`config.mk`:
```
export PLATFORM = sky130hd
export DESIGN_NAME = receptor_serial_8n1
export DESIGN_NICKNAME = d
export VERILOG_FILES = /design/src/rtl/receptor_serial_8n1.sv
export SDC_FILE = /design/constraint.sdc
export NUM_CORES = 1
export LEC_CHECK = 0
export CORE_ASPECT_RATIO = 1.1
export CORE_MARGIN = 2
export CORE_UTILIZATION = 35
export DETAILED_ROUTE_END_ITERATION = 16
export HOLD_SLACK_MARGIN = 0.15
export PLACE_DENSITY = 0.6
export SLEW_MARGIN = 10
export SYNTH_ARGS = -nofsm -noshare
export SYNTH_HDL_FRONTEND = slang
export SYNTH_SLANG_ARGS = --single-unit
```
`constraint.sdc`:
```
create_clock -name clock -period 3.25 [get_ports clock]
set_input_delay 0.8125 -clock clock [delete_from_list [all_inputs] [get_ports clock]]
set_output_delay 0.8125 -clock clock [all_outputs]
set_load 0.02 [all_outputs]
```
`src/rtl/receptor_serial_8n1.sv`:
```
// receptor_serial_8n1 -- UART receiver (8N1, or 8E1 with RX_PARIDADE_EN).
// Samples the serial line through a 2-FF synchronizer and assembles one byte
// per frame, LSB first. The byte is presented on dado with a one-cycle pronto
// strobe, which the control unit reads as fimRecepcao.
//
// Optional feature: define RX_PARIDADE_EN to receive 8E1 frames (even parity)
// and report parity mismatches on erro_paridade. Undefined: 8N1 frames and
// erro_paridade tied to 0.
//
// Ports:
//   clock          in   1  system clock, rising edge
//   reset          in   1  asynchronous active-low reset
//   entrada_serial in   1  RX line, idle high
//   dado           out  8  last correctly framed byte (held between frames)
//   pronto         out  1  one-cycle pulse when dado is updated
//   erro_stop      out  1  one-cycle pulse when the stop bit is sampled 0
//   erro_paridade  out  1  one-cycle pulse with pronto on parity mismatch
//   dbEstado       out  4  current FSM state code (debug)
module receptor_serial_8n1 #(
  parameter int unsigned CLK_FREQ = 50_000_000,
  parameter int unsigned BAUD     = 115_200
) (
  input  logic       clock,
  input  logic       reset,
  input  logic       entrada_serial,
  output logic [7:0] dado,
  output logic       pronto,
  output logic       erro_stop,
  output logic       erro_paridade,
  output logic [3:0] dbEstado
);

  localparam int unsigned CLKS_PER_BIT = CLK_FREQ / BAUD;
  localparam int unsigned HALF_BIT     = CLKS_PER_BIT / 2;
  localparam int unsigned CNT_W        = $clog2(CLKS_PER_BIT + 1);

  localparam logic [CNT_W-1:0] FULL_LAST = CNT_W'(CLKS_PER_BIT - 1);
  localparam logic [CNT_W-1:0] HALF_LAST = CNT_W'(HALF_BIT - 1);

  typedef enum logic [3:0] {
    OCIOSO      = 4'd0,
    INICIO      = 4'd1,
    DADOS       = 4'd2,
    PARIDADE    = 4'd3,
    PARADA      = 4'd4,
    PRONTO      = 4'd5,
    ERRO        = 4'd6,
    ESPERA_ALTO = 4'd7
  } estado_t;

  estado_t          estado, estadoNxt;
  logic [CNT_W-1:0] cnt, cntNxt;
  logic [2:0]       bitIdx, bitIdxNxt;
  logic [7:0]       shift, shiftNxt;
  logic [7:0]       dadoNxt;
  logic             prontoNxt;
  logic             erroStopNxt;

  logic rxMeta, rxS, rxPrev;

  // Synchronizer and edge-detect history reset to the idle (high) level so a
  // line that is already low after reset is not mistaken for a start edge.
  always_ff @(posedge clock or negedge reset) begin
    if (!reset) begin
      rxMeta <= 1'b1;
      rxS    <= 1'b1;
      rxPrev <= 1'b1;
    end else begin
      rxMeta <= entrada_serial;
      rxS    <= rxMeta;
      rxPrev <= rxS;
    end
  end

`ifdef RX_PARIDADE_EN
  logic parFlag, parFlagNxt;
  logic parErrNxt;
`endif

  always_comb begin
    estadoNxt   = estado;
    cntNxt      = cnt;
    bitIdxNxt   = bitIdx;
    shiftNxt    = shift;
    dadoNxt     = dado;
    prontoNxt   = 1'b0;
    erroStopNxt = 1'b0;
`ifdef RX_PARIDADE_EN
    parFlagNxt  = parFlag;
    parErrNxt   = 1'b0;
`endif
    case (estado)
      OCIOSO: begin
        if (rxPrev && !rxS) begin
          estadoNxt = INICIO;
          cntNxt    = '0;
        end
      end
      INICIO: begin
        if (cnt == HALF_LAST) begin
          if (rxS) begin
            estadoNxt = OCIOSO;
          end else begin
            cntNxt    = '0;
            bitIdxNxt = '0;
            estadoNxt = DADOS;
          end
        end else begin
          cntNxt = cnt + 1'b1;
        end
      end
      DADOS: begin
        if (cnt == FULL_LAST) begin
          shiftNxt[bitIdx] = rxS;
          cntNxt           = '0;
          bitIdxNxt        = bitIdx + 3'd1;
          if (bitIdx == 3'd7) begin
`ifdef RX_PARIDADE_EN
            estadoNxt = PARIDADE;
`else
            estadoNxt = PARADA;
`endif
          end
        end else begin
          cntNxt = cnt + 1'b1;
        end
      end
`ifdef RX_PARIDADE_EN
      PARIDADE: begin
        if (cnt == FULL_LAST) begin
          // Even parity: flag is set when data XOR parity bit is odd.
          parFlagNxt = (^shift) ^ rxS;
          cntNxt     = '0;
          estadoNxt  = PARADA;
        end else begin
          cntNxt = cnt + 1'b1;
        end
      end
`endif
      PARADA: begin
        if (cnt == FULL_LAST) begin
          cntNxt    = '0;
          estadoNxt = rxS ? PRONTO : ERRO;
        end else begin
          cntNxt = cnt + 1'b1;
        end
      end
      PRONTO: begin
        dadoNxt   = shift;
        prontoNxt = 1'b1;
`ifdef RX_PARIDADE_EN
        parErrNxt = parFlag;
`endif
        estadoNxt = OCIOSO;
      end
      ERRO: begin
        erroStopNxt = 1'b1;
        estadoNxt   = ESPERA_ALTO;
      end
      ESPERA_ALTO: begin
        if (rxS) begin
          estadoNxt = OCIOSO;
        end
      end
      default: begin
        estadoNxt = OCIOSO;
      end
    endcase
  end

  always_ff @(posedge clock or negedge reset) begin
    if (!reset) begin
      estado    <= OCIOSO;
      cnt       <= '0;
      bitIdx    <= '0;
      shift     <= '0;
      dado      <= '0;
      pronto    <= 1'b0;
      erro_stop <= 1'b0;
    end else begin
      estado    <= estadoNxt;
      cnt       <= cntNxt;
      bitIdx    <= bitIdxNxt;
      shift     <= shiftNxt;
      dado      <= dadoNxt;
      pronto    <= prontoNxt;
      erro_stop <= erroStopNxt;
    end
  end

`ifdef RX_PARIDADE_EN
  always_ff @(posedge clock or negedge reset) begin
    if (!reset) begin
      parFlag       <= 1'b0;
      erro_paridade <= 1'b0;
    end else begin
      parFlag       <= parFlagNxt;
      erro_paridade <= parErrNxt;
    end
  end
`else
  assign erro_paridade = 1'b0;
`endif

  assign dbEstado = estado;

endmodule

```
== After elaboration in Yosys (flattened, before gate mapping) ==
Index checks and enable logic that the tools add are counted.

* Flip-flop bits (word level): 37
* Latch bits: 0
* Memory bits (writable): 0
* ROM bits: 0
* Input port bits: 3
* Output and inout port bits: 15
* Memories: 0

* Add/sub/neg operators: 2
* $mul: 0
* Divide/modulo/power cells: 0
* $lt $le $gt $ge: 2
* Equality and inequality tests: 17
* Shift-type cells: 0
* Multiplexer cells: 23
* Bitwise logic cells: 0
* Reductions and logical operators: 11

{| class="wikitable"
|+ Operator list
! cell !! count
|-
| $mux W9 || 4
|-
| $pmux W9 S3 || 1
|-
| $mux W4 || 6
|-
| $pmux W4 S6 || 1
|-
| $eq A4 B3 Y1 const B || 4
|-
| $ne A2 B2 Y1 const B || 7
|-
| $add A9 B1 Y9 const B || 1
|-
| $eq A9 B8 Y1 const B || 1
|-
| $eq A9 B9 Y1 const B || 1
|-
| $mux W3 || 3
|-
| $bwmux W8 || 1
|-
| $pmux W3 S2 || 1
|-
| $reduce_and A6 Y1 || 1
|-
| $eq A4 B1 Y1 const B || 1
|-
| $eq A4 B2 Y1 const B || 1
|-
| $logic_not A4 Y1 || 1
|-
| $lt A3 B4 Y1 const B || 1
|-
| $mux W2 || 2
|-
| $reduce_and A4 Y1 || 1
|-
| $add A3 B1 Y3 const B || 1
|-
| $demux W1 S3 || 1
|-
| $eq A3 B3 Y1 const B || 1
|-
| $ge A3 B1 Y1 const B || 1
|-
| $mux W1 || 3
|-
| 8 further kinds || 9
|}

== Logic depth before layout (Yosys ltp) ==
* Depth after elaboration: 5
* Depth in mapped cells: 7
* Depth with buffers taken out: 6

== Worst setup path after synthesis ==
Ideal clock, no wire load.

* Path kind: flip-flop to flip-flop
* From: register cnt[1]
* To: register shift[1]
* Arrival time: 1619 ps
* Required time: 3125 ps
* Slack: 1506 ps
* Stages on the path, launching flop included: 7
* Buffers on the path: 0
* Period minus slack after synthesis: 1744 ps
* Cell sequence: dfrtp_1 -> inv_1 -> ha_1 -> and4bb_1 -> and4b_4 -> and4bb_2 -> mux2_2

* Cells in the longest elaborated chain, start to end: 2

{| class="wikitable"
|+ RTL lines
! item !! RTL line !! text
|-
| start: declaration || 52 || <nowiki>logic [CNT_W-1:0] cnt, cntNxt;</nowiki>
|-
| start signal: assignment || 182 || <nowiki>cnt <= cntNxt;</nowiki>
|-
| $eq A9 B9 Y1 || 113 || <nowiki>if (cnt == FULL_LAST) begin</nowiki>
|-
| $reduce_and A2 Y1 (no line) || n/a ||
|-
| end signal: assignment || 184 || <nowiki>shift <= shiftNxt;</nowiki>
|-
| end: declaration || 54 || <nowiki>logic [7:0] shift, shiftNxt;</nowiki>
|}

Every way passes these cells.
A chain may end at the register's enable or synchronous reset.

== Worst setup path after layout ==
* From: register estado[0], in the netlist dbEstado[0]
* To: output dbEstado[0]

{| class="wikitable"
|+ RTL lines
! item !! RTL line !! text
|-
| start: declaration || 51 || <nowiki>estado_t estado, estadoNxt;</nowiki>
|-
| start signal: assignment || 181 || <nowiki>estado <= estadoNxt;</nowiki>
|-
| end: declaration || 30 || <nowiki>output logic [3:0] dbEstado</nowiki>
|}

No word-level cell between the ends.

==> summary.txt <==
CTS
  • Setup repair bufs after CTS: 0
  • H-tree depth: 2
  • CTS tree: built
  • CTS Hold Buffers Added: 0
  • TritonCTS Buffers: 5
  • Clk sinks: 36
  • Clk_lat worst skew: 280 ps
  • Max clock buf depth: 2
  • Clock transition at the registers of the reported paths: roughly 70 ps
  • CTS resizes: 0
  • Root Driver: clkbuf_8

Timing
  • Post-layout min period: ~2300 ps
  • Fmax: 427 MHz
  • RSZ-0062 raised after global routing: false
  • Max Slew Vio Count: 0
  • Min Hold Slack: 358 ps
  • Slew @ Worst Pin: 860 ps
  • Clock skew: 4.88 ps
  • Final period utilization: 72.0%
  • Final hold vios: 0
  • Rel. slew slack: 42.7%
  • Endpoints failing setup: 0
  • Fin Setup TNS: 0 ps

Cells and area
  • Nets: 185
  • Fin cells: 236
  • Fin util: 42.2%
  • N_diodes: 0
  • Fill cell count: 488
  • Area growth, synth to finish: 14.6%
  • Layout cells sized above 1: between 20% and 30%

Run status
  • Status: finished clean

Yosys
  • Main combinational cell family by area after synthesis: simple AND/OR/NAND/NOR gates
  • Post-synth top cells: dfrtp_1, mux2_2, inv_1, nand2_1, nor2_1
  • Largest area contributor in the netlist: dfrtp_1
  • Post-synthesis sequential area ratio: 48.5%
  • Synth Flop Type: dfrtp_1
  • Synth Warn #: 0
  • Most frequent cell after synthesis: dfrtp_1
  • Post-Synth Adder-Cell Area: 3.35%
  • Mapped Cells: 162
  • Multiplexer share of the synthesized area: 10.9%
  • Synth Area in Compound Gates: approximately an eighth
  • Post-Synth XOR/XNOR Area: 1.41%
  • Number of flops mapped to enable cells by yosys: 0
  • Synth unique cells: approximately 50
  • Yosys reg bits: 36
  • Synth Area in Simple Gates: between 10% and 20%
  • Syn Area/Cell: 11.5 sq um
  • Synthesized cell area: 1870 sq um
  • Area share of the largest cell type after synthesis: 44.3%
  • Top cells by area, synth: dfrtp_1, mux2_2, dfstp_2
  • Ys async rst share: 100%

Die
  • Row count: 27
  • Die Y: 80.6 um
  • Die area: 5930 sq um
  • Starting Density: a little under two fifths
  • Die width: ~74 um
  • Top Ports: 18
  • Core ar.: 5070 sq um

Power and ir drop
  • Cell leakage power: 0.962 nW
  • Power density over the cells: 587 nW/um^2
  • Worst vdd ir: 0.262 mV

Min path
  • Tightest Hold Check Type: reg2reg

Setup path
  • Required @ worst endpoint: 2440 ps
  • CP delay by family, top: buffers and inverters
  • CP startpoint kind: flip-flop
  • Critical Path Max Stage Delay: 680 ps
  • Worst-path maximum fanout: 14
  • CP max-delay cell: clkdlybuf4s50_1
  • CP Capture Type: output port
  • Critical path type: reg2out
  • Cell Chain, Critical Path: clkdlybuf4s50_1
  • CP arrival: 1530 ps
  • CP bufs+invs: 1

Detailed routing
  • DRT antenna net count: 0
  • Drt first pass iters: 5
  • Initial drt markers: 40
  • DR WL/cell: 15.3 um
  • Vias per cell: about 5.5
  • DRC viols: 0
  • DRT Wirelength: 3.62 mm
  • Total number of vias: roughly 1300

Global routing
  • Vias in the first global route: 1414
  • Grt ovf: 0
  • First-pass GRT wire length: 6.35 mm
  • Total track usage: 14.1%
  • Largest net degree at the start of global routing: 37
  • Initial antenna violation count: 0

Placed design
  • Placed cells: about 230
  • DP Wirelength: 2.53 mm
  • Port bufs: 15
  • Placer Congestion: 0.832

Run
  • Max-cap violation count: 0
-- path summary, 6_finish.rpt --
kind	startpoint	to	slack [ps]	cells after the start
min in group asynchronous	reset	cnt[6]$_DFFE_PN0P_	950	2
max reg2reg	dbEstado[0]$_DFFE_PN0P_	dbEstado[0]$_DFFE_PN0P_	980	4
min	rxMeta$_DFF_PN1_	rxS$_DFF_PN1_	360	0
min reg2reg	rxMeta$_DFF_PN1_	rxS$_DFF_PN1_	360	0
max	dbEstado[0]$_DFFE_PN0P_	dbEstado[0]	910	1
max in group asynchronous	reset	rxMeta$_DFF_PN1_	1950	2
-- where the power goes --
| group | internal [mW] | leakage, nW | switching (mW) |
|---|---|---|---|
| clock network | 0.193 | 0.0515 | 0.150 |
| registers | 0.486 | 0.484 | 0.0692 |
| logic | 0.147 | 0.426 | 0.211 |
-- sequential cells by signal, indices dropped and copies added, names as in the netlist --
register and cells:
rxMeta 1, rxPrev 1, dado 8, erro_stop 1, pronto 1, bitIdx 3, rxS 1, cnt 9
dbEstado 3, shift 8
-- layer usage --
layer,GRT usage (%),wire (um)
met1,15.2,1590
met2,24.9,1850
met3,4.39,120
met5,0,0
met4,6.36,52
-- cell usage in the layout (no fill, tap or decap), drive strengths merged, types with 3 or more instances in the layout --
cell type,count
nand3,5
nand4b,4
ha,5
o21ai,6
and4bb,5
nor2,8
mux2,18
and4b,3
o21bai,3
nand2,9
or2,3
o2bb2ai,3
inv,9
dfstp,3
clkbuf,8
a211oi,3
a22oi,3
dfrtp,33
nor3,4
clkdlybuf4s50,15
-- layout make-up --
| class | instances | area [sq um] | share of cell area, % |
|---|---|---|---|
| well taps | 58 | 72.6 | 3.40 |
| clock buffers | 8 | 100 | 4.68 |
| multi-input cells | 109 | 868 | 40.6 |
| inverters | 9 | 33.8 | 1.58 |
| repair buffers | 16 | 158 | 7.38 |
| flip-flops and latches | 36 | 905 | 42.3 |
-- stage by stage --
stage | power (mW) | worst slack (ps) | cell area, sq um
after floorplan | 0.823 | 1510 | 1870
after global placement | 0.892 | 1140 | 2040
after detailed placement | 0.921 | 1050 | 2040
after CTS | 1.27 | 907 | 2140
after global routing | 1.34 | 842 | 2140
final | 1.26 | 910 | 2140
-- cell families after synthesis --
group                    after synthesis
XOR/XNOR                               3
AO/OA/AOI/OAI                         31
buffers and inverters                 18
adder cells (fa/ha/maj)                5
AND/OR/NAND/NOR                       50
other                                  1
multiplexers                          18
flip-flops                            36
No activity file was read; power rests on OpenSTA's default activity.
